`src/rtl/imem_if.sv`:
```
// imem_if: instruction memory req/ack bus between fetch unit and memory
interface imem_if #(
  parameter int PC_WIDTH = 8
);
  logic                imem_req;
  logic [PC_WIDTH-1:0] imem_addr;
  logic                imem_ack;
  logic [15:0]         imem_rdata;
  modport master (output imem_req, imem_addr, input imem_ack, imem_rdata);
  modport slave (input imem_req, imem_addr, output imem_ack, imem_rdata);
endinterface

```
`src/rtl/instr_fetch_unit.sv`:
```
// instr_fetch_unit: PC, instruction fetch over req/ack, IR latch and field decode
module instr_fetch_unit #(
  parameter int PC_WIDTH   = 8,
  parameter int DATA_WIDTH = 8,
  parameter int RESET_PC   = 0
) (
  input  logic                  clk,
  input  logic                  reset,
  input  logic                  fetch_en,
  input  logic                  next_pc,
  input  logic                  pc_src,
  imem_if.master                imem,
  output logic                  instr_valid,
  output logic [3:0]            opcode,
  output logic [2:0]            rd,
  output logic [2:0]            rs1,
  output logic [2:0]            rs2,
  output logic [DATA_WIDTH-1:0] imm,
  output logic [PC_WIDTH-1:0]   pc,
  output logic                  halted
);
  typedef enum logic [1:0] {IDLE, FETCH, HOLD, HALT} state_t;
  state_t              state, state_n;
  logic [15:0]         ir, ir_n;
  logic [PC_WIDTH-1:0] pc_n, target;
  logic                req;
  assign opcode         = ir[15:12];
  assign rd             = ir[11:9];
  assign rs1            = ir[8:6];
  assign rs2            = ir[5:3];
  assign imm            = {{(DATA_WIDTH-6){ir[5]}}, ir[5:0]};
  assign imem.imem_req  = req;
  assign imem.imem_addr = pc;
  assign target = !pc_src ? pc + PC_WIDTH'(1) :
                  opcode == 4'b0111 ? ir[PC_WIDTH-1:0] :
                  pc + PC_WIDTH'(1) + {{(PC_WIDTH-6){ir[5]}}, ir[5:0]};
  // next-state: IR captured on ack, PC advanced only when a held instruction retires
  always_comb begin
    state_n = state;
    pc_n    = pc;
    ir_n    = ir;
    unique case (state)
      IDLE:  state_n = fetch_en ? FETCH : IDLE;
      FETCH: if (imem.imem_ack) begin
        ir_n    = imem.imem_rdata;
        state_n = imem.imem_rdata[15:12] == 4'b1111 ? HALT : HOLD;
      end
      HOLD:  if (next_pc) begin
        pc_n    = target;
        state_n = FETCH;
      end
      HALT:  state_n = HALT;
    endcase
  end
  // state register; status outputs registered from the next state so they switch cleanly
  always_ff @(posedge clk) begin
    if (reset) begin
      state       <= IDLE;
      pc          <= PC_WIDTH'(RESET_PC);
      ir          <= '0;
      req         <= 1'b0;
      instr_valid <= 1'b0;
      halted      <= 1'b0;
    end else begin
      state       <= state_n;
      pc          <= pc_n;
      ir          <= ir_n;
      req         <= state_n == FETCH;
      instr_valid <= state_n == HOLD || state_n == HALT;
      halted      <= state_n == HALT;
    end
  end
endmodule

```
`src/flat_wrapper.sv`:
```
// flat-port wrapper written by rule: the top's interface ports become plain ports
module instr_fetch_unit_flat 
#(
  parameter int PC_WIDTH   = 8,
  parameter int DATA_WIDTH = 8,
  parameter int RESET_PC   = 0
)
  (clk, reset, fetch_en, next_pc, pc_src, instr_valid, opcode, rd, rs1, rs2, imm, pc, halted, imem_imem_req, imem_imem_addr, imem_imem_ack, imem_imem_rdata);
  imem_if #(.PC_WIDTH(PC_WIDTH)) imem_i ();
  input  logic clk;
  input  logic reset;
  input  logic fetch_en;
  input  logic next_pc;
  input  logic pc_src;
  output logic instr_valid;
  output logic [3:0] opcode;
  output logic [2:0] rd;
  output logic [2:0] rs1;
  output logic [2:0] rs2;
  output logic [DATA_WIDTH-1:0] imm;
  output logic [PC_WIDTH-1:0] pc;
  output logic halted;
  output wire logic [$bits(imem_i.imem_req)-1:0] imem_imem_req;
  output wire logic [$bits(imem_i.imem_addr)-1:0] imem_imem_addr;
  input wire logic [$bits(imem_i.imem_ack)-1:0] imem_imem_ack;
  input wire logic [$bits(imem_i.imem_rdata)-1:0] imem_imem_rdata;
  assign imem_imem_req = imem_i.imem_req;
  assign imem_imem_addr = imem_i.imem_addr;
  assign imem_i.imem_ack = imem_imem_ack;
  assign imem_i.imem_rdata = imem_imem_rdata;
  instr_fetch_unit #(.PC_WIDTH(PC_WIDTH), .DATA_WIDTH(DATA_WIDTH), .RESET_PC(RESET_PC)) u_core (.clk(clk), .reset(reset), .fetch_en(fetch_en), .next_pc(next_pc), .pc_src(pc_src), .imem(imem_i), .instr_valid(instr_valid), .opcode(opcode), .rd(rd), .rs1(rs1), .rs2(rs2), .imm(imm), .pc(pc), .halted(halted));
endmodule
```
`config.mk`:
```
export PLATFORM = sky130hd
export DESIGN_NAME = instr_fetch_unit_flat
export DESIGN_NICKNAME = d
export VERILOG_FILES = /design/src/rtl/imem_if.sv /design/src/rtl/instr_fetch_unit.sv /design/src/flat_wrapper.sv
export SDC_FILE = /design/constraint.sdc
export NUM_CORES = 1
export LEC_CHECK = 0
export CORE_MARGIN = 2
export CORE_UTILIZATION = 45
export DETAILED_ROUTE_END_ITERATION = 7
export GPL_TIMING_DRIVEN = 0
export MAX_ROUTING_LAYER = met4
export PLACE_DENSITY = 0.8
export REMOVE_ABC_BUFFERS = 1
export SLEW_MARGIN = 20
export SYNTH_ARGS = -nofsm -noshare
export SYNTH_HDL_FRONTEND = slang
export SYNTH_SLANG_ARGS = --single-unit
```
`constraint.sdc`:
```
create_clock -name clk -period 2.8 [get_ports clk]
set_clock_uncertainty 0.05 [all_clocks]
set_input_delay 0.28 -clock clk [delete_from_list [all_inputs] [get_ports clk]]
set_output_delay 0.28 -clock clk [all_outputs]
set_load 0.02 [all_outputs]
```
==> impl_results.html, run 1 <==
<table>
<tr><th>Metric</th><th>Value</th></tr>
<tr><th colspan="2">Setup path</th></tr>
<tr><td>Kind of cell adding the most delay to the critical path</td><td>adder cells</td></tr>
<tr><td>Critical path buffers and inverters</td><td>0</td></tr>
<tr><td>Cell breakdown of the critical path</td><td>ha_1, nand3_1, xnor2_1, ha_1, o21a_1, and3_1, mux2i_1, a41oi_1, nor3b_1</td></tr>
<tr><td>Cell repeated most along the worst path</td><td>ha_1</td></tr>
<tr><td>Delay of the slowest critical-path stage</td><td>about 0.47 ns</td></tr>
<tr><td>CP Max Fanout</td><td>8</td></tr>
<tr><td>Element type at the critical path end</td><td>register</td></tr>
<tr><td>Startpoint kind of the worst setup timing path</td><td>register</td></tr>
<tr><td>Worst EP required</td><td>2.92 ns</td></tr>
<tr><td>Setup Crit Path Kind</td><td>reg -&gt; reg</td></tr>
<tr><td>Max stage delay cell, worst path</td><td>dfxtp_1</td></tr>
<tr><td>Arrival time reported for the critical path endpoint</td><td>2.62 ns</td></tr>
<tr><th colspan="2">Synth</th></tr>
<tr><td>Cell type with the highest aggregate area in the netlist</td><td>dfxtp_1</td></tr>
<tr><td>EDFF count, synth</td><td>0</td></tr>
<tr><td>Share of Yosys cell area claimed by the top area cell type</td><td>0.328</td></tr>
<tr><td>Count leader, synth</td><td>nand2_1</td></tr>
<tr><td>Count of cell types in the netlist</td><td>43</td></tr>
<tr><td>Cell area after synthesis</td><td>around 0.0018 sq mm</td></tr>
<tr><td>Top cells by area, synth</td><td>dfxtp_1, nand2_1, a21oi_1, buf_4, ha_1</td></tr>
<tr><td>Top cells by instance count after synthesis</td><td>nand2_1, dfxtp_1, a21oi_1, nor2_1, buf_4</td></tr>
<tr><td>Synth warnings</td><td>0</td></tr>
<tr><td>Avg Inst Size Synth</td><td>between 7 and 8 sq um</td></tr>
<tr><td>Share of synthesized registers carrying an async set or reset</td><td>0</td></tr>
<tr><td>Commonest register cell after synthesis</td><td>dfxtp_1</td></tr>
<tr><td>Share of synthesized area occupied by flip-flops and latches</td><td>0.328</td></tr>
<tr><td>Post-synthesis register bit count</td><td>29</td></tr>
<tr><td>Cells after synthesis</td><td>about 220</td></tr>
<tr><th colspan="2">Die</th></tr>
<tr><td>Boundary pin count</td><td>62</td></tr>
<tr><td>Core Region</td><td>0.00372 sq mm</td></tr>
<tr><td>Die span in x</td><td>roughly 67 um</td></tr>
<tr><td>Starting utilization of the core area</td><td>0.477</td></tr>
<tr><td>Vert. Die Dim</td><td>between 60 and 70 um</td></tr>
<tr><td>Die area</td><td>~0.0045 sq mm</td></tr>
<tr><td># rows</td><td>22</td></tr>
<tr><th colspan="2">CTS</th></tr>
<tr><td>Post-CTS clock slew at the launch and capture registers of the worst setup and hold paths</td><td>~0.07 ns</td></tr>
<tr><td>H-tree level count</td><td>2</td></tr>
<tr><td>Number of buffers inserted during clock tree synthesis</td><td>5</td></tr>
<tr><td>Clock buffer depth</td><td>2</td></tr>
<tr><td>TritonCTS clock tree</td><td>built</td></tr>
<tr><td>Clock Sink Count</td><td>29</td></tr>
<tr><td>Clock latency of the later-clocked register in the worst-skew pair</td><td>0.28 ns</td></tr>
<tr><td>Post-CTS setup repair buffer count</td><td>0</td></tr>
<tr><td>CTS resizes</td><td>0</td></tr>
<tr><td>CTS hold repair buffers</td><td>0</td></tr>
<tr><td>Clock root buffer</td><td>clkbuf_8</td></tr>
<tr><th colspan="2">GRT</th></tr>
<tr><td>Initial antenna violation count</td><td>0</td></tr>
<tr><td>Maximum number of pins on one net before global-route repair</td><td>28</td></tr>
<tr><td>Number of global-route vias before repair</td><td>between 1500 and 2000</td></tr>
<tr><td>First-pass GRT wire length</td><td>approximately 7 mm</td></tr>
<tr><td>Global route total overflow</td><td>0</td></tr>
<tr><td>Combined global-route utilization of all metal layers</td><td>0.210</td></tr>
<tr><th colspan="2">STA</th></tr>
<tr><td>Max Transition Viols Final</td><td>0</td></tr>
<tr><td>Post-Route Setup TNS</td><td>0 ns</td></tr>
<tr><td>Post-layout minimum cycle time</td><td>approximately 2.5 ns</td></tr>
<tr><td>Pin slew with the least headroom to its limit</td><td>about 1 ns</td></tr>
<tr><td>Final setup violation count</td><td>0</td></tr>
<tr><td>Max Fclk</td><td>between 300 and 400 MHz</td></tr>
<tr><td>RSZ-0062 raised after global routing</td><td>false</td></tr>
<tr><td>Slew margin rel.</td><td>0.332</td></tr>
<tr><td>Worst hold slack</td><td>slightly above 0.4 ns</td></tr>
<tr><td>Post-route clock period utilization</td><td>0.894</td></tr>
<tr><td>Hold violation total from the final report</td><td>0</td></tr>
<tr><th colspan="2">Routing</th></tr>
<tr><td>Post-detailed-route count of antenna-violating nets</td><td>0</td></tr>
<tr><td>Per-cell routed wire length</td><td>about 13 um</td></tr>
<tr><td>Via count normalized by instance count</td><td>5.29</td></tr>
<tr><td>Number of remaining DRC errors</td><td>0</td></tr>
<tr><td>WL final</td><td>4.16 mm</td></tr>
<tr><td>First DRT Iteration DRCs</td><td>between 90 and 100</td></tr>
<tr><td>Total vias in the final route</td><td>roughly 1700</td></tr>
<tr><td>First-pass iteration count of the detailed router</td><td>5</td></tr>
<tr><th colspan="2">Hold path</th></tr>
<tr><td>Hold WC Path Type</td><td>reg -&gt; reg</td></tr>
<tr><th colspan="2">Cells and area</th></tr>
<tr><td>Number of standard cells in the layout, taps in and fillers out</td><td>~320</td></tr>
<tr><td>Layout area overhead</td><td>34.4%</td></tr>
<tr><td>Final std cell area, no fill</td><td>about 0.0024 sq mm</td></tr>
<tr><td>Layout Nets</td><td>roughly 300</td></tr>
<tr><td>Share of final-layout standard cells stronger than drive strength 1</td><td>0.0481</td></tr>
<tr><td>Antenna diodes</td><td>0</td></tr>
<tr><td>Filler Cell Count</td><td>340</td></tr>
<tr><th colspan="2">Power and ir drop</th></tr>
<tr><td>Worst voltage drop across the vdd grid</td><td>307 uV</td></tr>
<tr><td>Total leakage power</td><td>around 0.92 nW</td></tr>
<tr><td>Power density of the placed cells</td><td>roughly 400 mW/mm^2</td></tr>
<tr><th colspan="2">Placed design</th></tr>
<tr><td>Global placer's final weighted congestion</td><td>about 0.86</td></tr>
<tr><td>Dpl cell area</td><td>0.00230 sq mm</td></tr>
<tr><td>DPL Wire Length</td><td>between 2 and 3 mm</td></tr>
<tr><td>Number of buffers added on ports</td><td>61</td></tr>
<tr><td>Placed cells</td><td>310</td></tr>
<tr><th colspan="2">Job</th></tr>
<tr><td>Count of maximum capacitance violations</td><td>0</td></tr>
<tr><th colspan="2">Outcome</th></tr>
<tr><td>Outcome</td><td>finished, final reports clean</td></tr>
</table>
==> worst paths after layout <==
check                                               from                  endpoint  slack (ns)  cells past startpoint
worst min-delay path                       u_core.ir[11]             u_core.ir[11]        0.40                      2
worst max register to register  u_core.imem.imem_addr[0]  u_core.imem.imem_addr[7]        0.30                      9
worst min register to register             u_core.ir[11]             u_core.ir[11]        0.40                      2
worst max-delay path            u_core.imem.imem_addr[0]  u_core.imem.imem_addr[7]        0.30                      9
==> routing by layer <==
layer | vias up | GRT usage | wire length, um
met1 | 780 | 0.255 | 1930
met3 | 4 | 0.0422 | 173
li1 | 855 | - | -
met2 | 43 | 0.344 | 2020
met4 | 0 | 0.0765 | 32
met5 | - | - | 0
==> power by group <==
group,leakage [nW],switching (mW),internal [mW]
logic,0.644,0.0885,0.0898
clock network,0.0450,0.163,0.172
registers,0.236,0.0179,0.430
==> through the flow <==
stage	power, mW	util	worst slack (ns)
global placement	0.632	0.619	0.345
floorplan	0.542	-	0.283
detailed placement	0.636	0.619	0.316
CTS	0.969	0.641	0.278
global route	0.998	0.641	0.0458
finish	0.962	0.641	0.298
==> worst register-to-register path, stage by stage (launching register included) <==
cell	delay, ns
dfxtp_1	0.47
ha_1	0.30
nand3_1	0.12
xnor2_1	0.16
ha_1	0.39
o21a_1	0.22
and3_1	0.17
mux2i_1	0.20
a41oi_1	0.13
nor3b_1	0.19
==> area by class of cell <==
type | count | area, sq um | share of cell area
multi-input combinational | 166 | 1020 | 0.430
inverter | 6 | 22.5 | 0.00946
timing repair buffer | 61 | 611 | 0.256
tap | 48 | 60.1 | 0.0252
clock inverter | 2 | 10.0 | 0.00420
clock buffer | 6 | 72.6 | 0.0305
sequential | 29 | 581 | 0.244
==> cells by family (layout without fill, tap and decap cells) <==
kind of cell / count (synthesis) / after routing / share of synthesized area
flip-flops: 29 / 29 / 0.328
adder cells (fa/ha/maj): 10 / 10 / 0.0749
AND/OR/NAND/NOR: 81 / 81 / 0.213
buffers and inverters: 29 / 75 / 0.0939
AO/OA/AOI/OAI: 62 / 62 / 0.222
XOR/XNOR: 8 / 8 / 0.0395
multiplexers: 5 / 5 / 0.0290
==> layout by cell type (no fill, tap or decap), drive strengths merged, types with 2 or more instances in the layout <==
master / count
nand3: 3
nand2: 38
nor3b: 2
ha: 9
a21oi: 26
o21a: 3
o21ai: 9
o22ai: 2
a211oi: 5
dfxtp: 29
nor2: 21
nand3b: 3
xor2: 4
nor3: 4
clkinv: 2
mux2i: 4
inv: 6
a2111oi: 2
o211ai: 2
and3b: 2
and2: 4
o21bai: 2
clkdlybuf4s50: 61
clkbuf: 6
xnor2: 4
a21o: 3
a31oi: 2
==> state kept, by name, summed over array words and instances, names as in the netlist <==
name,flops
u_core.halted,1
u_core.imem.imem_addr,8
u_core.imem.imem_req,1
u_core.instr_valid,1
u_core.ir,16
u_core.state,2
No activity file was read; power rests on OpenSTA's default activity.
==> run 2: changes to the inputs <==
- CORE_UTILIZATION: 45 -> 47
- CTS_BUF_LIST: unset -> sky130_fd_sc_hd__clkbuf_2
- PLACE_DENSITY: 0.8 -> 0.83
- SLEW_MARGIN: 20 -> unset
==> impl_results.html, run 2 (synthesis gave the netlist of run 1 again) <==
<table>
<tr><th>Metric</th><th>Value</th></tr>
<tr><th colspan="2">Outcome</th></tr>
<tr><td>Outcome</td><td>finished, final reports clean (unchanged)</td></tr>
<tr><th colspan="2">Setup path</th></tr>
<tr><td>Max stage delay cell, worst path</td><td>dfxtp_1 (unchanged)</td></tr>
<tr><td>Kind of cell adding the most delay to the critical path</td><td>adder cells (unchanged)</td></tr>
<tr><td>Cell breakdown of the critical path</td><td>ha_1, nand3_1, xnor2_1, ha_1, o21a_1, and3_1, mux2i_1, a41oi_1, nor3b_1 (unchanged)</td></tr>
<tr><td>Arrival time reported for the critical path endpoint</td><td>2.77 ns (was 2.62 ns)</td></tr>
<tr><td>Delay of the slowest critical-path stage</td><td>0.50 ns (was 0.47 ns)</td></tr>
<tr><td>Startpoint kind of the worst setup timing path</td><td>register (unchanged)</td></tr>
<tr><td>Critical path buffers and inverters</td><td>0 (unchanged)</td></tr>
<tr><td>Setup Crit Path Kind</td><td>reg -&gt; reg (unchanged)</td></tr>
<tr><td>CP Max Fanout</td><td>8 (unchanged)</td></tr>
<tr><td>Cell repeated most along the worst path</td><td>ha_1 (unchanged)</td></tr>
<tr><td>Worst EP required</td><td>3.02 ns (was 2.92 ns)</td></tr>
<tr><td>Reg-to-reg slack, setup</td><td>0.25 ns (was 0.30 ns)</td></tr>
<tr><td>Element type at the critical path end</td><td>register (unchanged)</td></tr>
<tr><th colspan="2">Routing</th></tr>
<tr><td>Via count normalized by instance count</td><td>5.33 (was 5.29)</td></tr>
<tr><td>Post-detailed-route count of antenna-violating nets</td><td>0 (unchanged)</td></tr>
<tr><td>First DRT Iteration DRCs</td><td>101 (was 91)</td></tr>
<tr><td>Per-cell routed wire length</td><td>12.9 um (was 13.1 um)</td></tr>
<tr><td>First-pass iteration count of the detailed router</td><td>7 (was 5)</td></tr>
<tr><td>WL final</td><td>4.11 mm (was 4.16 mm)</td></tr>
<tr><td>Number of remaining DRC errors</td><td>0 (unchanged)</td></tr>
<tr><td>Total vias in the final route</td><td>1695 (was 1682)</td></tr>
<tr><th colspan="2">GRT</th></tr>
<tr><td>Maximum number of pins on one net before global-route repair</td><td>28 (unchanged)</td></tr>
<tr><td>Met3 Usage GRT</td><td>0.0685 (was 0.0422)</td></tr>
<tr><td>Global route total overflow</td><td>0 (unchanged)</td></tr>
<tr><td>Number of global-route vias before repair</td><td>1529 (was 1549)</td></tr>
<tr><td>First-pass GRT wire length</td><td>6.89 mm (was 6.94 mm)</td></tr>
<tr><td>Combined global-route utilization of all metal layers</td><td>0.210 (about the same)</td></tr>
<tr><td>Initial antenna violation count</td><td>0 (unchanged)</td></tr>
<tr><td>GR met2 Demand/Resource</td><td>0.323 (was 0.344)</td></tr>
<tr><td>Busiest layer in global routing</td><td>met2 (unchanged)</td></tr>
<tr><td>Global-route met1 utilization</td><td>0.262 (was 0.255)</td></tr>
<tr><th colspan="2">Cells and area</th></tr>
<tr><td>Post-layout util</td><td>0.650 (was 0.641)</td></tr>
<tr><td>Layout Nets</td><td>301 (unchanged)</td></tr>
<tr><td>Antenna diodes</td><td>0 (unchanged)</td></tr>
<tr><td>Register ranked first by flip-flop count</td><td>u_core.ir (unchanged)</td></tr>
<tr><td>Commonest cells after routing, fill and taps aside</td><td>clkdlybuf4s50_1, nand2_1, dfxtp_1 (unchanged)</td></tr>
<tr><td>Share of final-layout standard cells stronger than drive strength 1</td><td>0.0481 (unchanged)</td></tr>
<tr><td>Layout area overhead</td><td>33.3% (was 34.4%)</td></tr>
<tr><td>Most common library cell in the layout ignoring fill and taps</td><td>clkdlybuf4s50_1 (unchanged)</td></tr>
<tr><td>Flip-flop count of the largest register after layout</td><td>16 (unchanged)</td></tr>
<tr><td>Number of standard cells in the layout, taps in and fillers out</td><td>318 (unchanged)</td></tr>
<tr><th colspan="2">STA</th></tr>
<tr><td>Final setup violation count</td><td>0 (unchanged)</td></tr>
<tr><td>Post-Route Setup TNS</td><td>0 ns (unchanged)</td></tr>
<tr><td>Slew margin rel.</td><td>0.313 (was 0.332)</td></tr>
<tr><td>Max Fclk</td><td>392 MHz (was 400 MHz)</td></tr>
<tr><td>Post-layout minimum cycle time</td><td>2.55 ns (was 2.50 ns)</td></tr>
<tr><td>Hold violation total from the final report</td><td>0 (unchanged)</td></tr>
<tr><td>RSZ-0062 raised after global routing</td><td>false (unchanged)</td></tr>
<tr><td>Post-route clock period utilization</td><td>0.912 (was 0.894)</td></tr>
<tr><td>Max Transition Viols Final</td><td>0 (unchanged)</td></tr>
<tr><td>Pin slew with the least headroom to its limit</td><td>1.03 ns (was 0.998 ns)</td></tr>
<tr><td>Post-layout worst setup margin</td><td>0.247 ns (was 0.298 ns)</td></tr>
<tr><th colspan="2">Job</th></tr>
<tr><td>Count of maximum capacitance violations</td><td>0 (unchanged)</td></tr>
<tr><th colspan="2">CTS</th></tr>
<tr><td>Clock buffer depth</td><td>2 (unchanged)</td></tr>
<tr><td>Clock Sink Count</td><td>29 (unchanged)</td></tr>
<tr><td>H-tree level count</td><td>2 (unchanged)</td></tr>
<tr><td>Post-CTS setup repair buffer count</td><td>0 (unchanged)</td></tr>
<tr><td>CTS resizes</td><td>0 (unchanged)</td></tr>
<tr><td>Number of buffers inserted during clock tree synthesis</td><td>5 (unchanged)</td></tr>
<tr><td>TritonCTS clock tree</td><td>built (unchanged)</td></tr>
<tr><td>Clock root buffer</td><td>clkbuf_2 (was clkbuf_8)</td></tr>
<tr><td>Clock latency of the later-clocked register in the worst-skew pair</td><td>0.35 ns (was 0.28 ns)</td></tr>
<tr><td>Post-CTS clock slew at the launch and capture registers of the worst setup and hold paths</td><td>0.16 ns (was 0.07 ns)</td></tr>
<tr><td>CTS hold repair buffers</td><td>0 (unchanged)</td></tr>
<tr><th colspan="2">Hold path</th></tr>
<tr><td>Hold WC Path Type</td><td>in -&gt; reg (was reg -&gt; reg)</td></tr>
<tr><th colspan="2">Die</th></tr>
<tr><td>Die span in x</td><td>65.4 um (was 66.7 um)</td></tr>
<tr><td># rows</td><td>22 (unchanged)</td></tr>
<tr><td>Core Region</td><td>0.00363 sq mm (was 0.00372 sq mm)</td></tr>
<tr><td>Vert. Die Dim</td><td>65.4 um (was 66.7 um)</td></tr>
<tr><td>Boundary pin count</td><td>62 (unchanged)</td></tr>
<tr><td>Starting utilization of the core area</td><td>0.488 (was 0.477)</td></tr>
<tr><td>Die area</td><td>0.00428 sq mm (was 0.00445 sq mm)</td></tr>
<tr><th colspan="2">Power and ir drop</th></tr>
<tr><td>Total power consumption of the routed design</td><td>0.929 mW (was 0.962 mW)</td></tr>
<tr><td>Worst voltage drop across the vdd grid</td><td>315 uV (was 307 uV)</td></tr>
<tr><td>Total leakage power</td><td>0.920 nW (was 0.924 nW)</td></tr>
<tr><td>Power density of the placed cells</td><td>393 mW/mm^2 (was 404 mW/mm^2)</td></tr>
<tr><th colspan="2">Placed design</th></tr>
<tr><td>DPL Wire Length</td><td>2.95 mm (was 2.98 mm)</td></tr>
<tr><td>Pre-CTS setup slack</td><td>0.293 ns (was 0.316 ns)</td></tr>
<tr><td>Placed cells</td><td>310 (unchanged)</td></tr>
<tr><td>Global placer's final weighted congestion</td><td>0.795 (was 0.856)</td></tr>
<tr><td>Number of buffers added on ports</td><td>61 (unchanged)</td></tr>
</table>
run 2: cell count changes in the layout (fill, tap and decap cells not counted):
cell / before / now
clkinv_1: 0 / 1
clkbuf_1: 1 / 0
clkbuf_2: 0 / 6
clkinv_2: 2 / 0
bufinv_16: 0 / 1
clkbuf_8: 5 / 0
run 2: final timing paths:
path                         endpoint  cells after the start                     start
min                      u_core.ir[6]                      3        imem_imem_rdata[6]
max reg2reg  u_core.imem.imem_addr[7]                      9  u_core.imem.imem_addr[0]
min reg2reg             u_core.ir[11]                      2             u_core.ir[11]
max          u_core.imem.imem_addr[7]                      9  u_core.imem.imem_addr[0]
run 2: routing by layer:
layer | wire length, um | share of wire
met1 | 1870 | 0.45
met2 | 1950 | 0.47
met3 | 269 | 0.065
met4 | 25 | 0.0061
met5 | 0 | 0
run 2: worst register-to-register path, stage by stage (launching register included):
cell and delay (ns):
dfxtp_1 0.50, ha_1 0.30, nand3_1 0.13, xnor2_1 0.22, ha_1 0.34, o21a_1 0.22
and3_1 0.17, mux2i_1 0.22, a41oi_1 0.13, nor3b_1 0.19
run 2: area by class of cell:
class | instances | area (sq um)
Timing Repair Buffer | 61 | 611
Clock inverter | 2 | 33.8
Fill cell | 316 | 1270
Multi-Input combinational cell | 166 | 1020
Tap cell | 48 | 60.1
Clock buffer | 6 | 30.0
Sequential cell | 29 | 581
Inverter | 6 | 22.5
run 2: per-stage QoR:
step / hold WS (ns) / cell area, sq um
after detailed placement: 0.396 / 2300
after global placement: 0.391 / 2300
final: 0.394 / 2360
after CTS: 0.382 / 2360
after floorplan: 0.299 / 1630
after global routing: 0.373 / 2360
run 2: power by group:
part	switching (mW)	internal [mW]	total, mW
Combinational	0.0891	0.0898	0.179
Clock	0.149	0.153	0.301
Sequential	0.0181	0.431	0.449
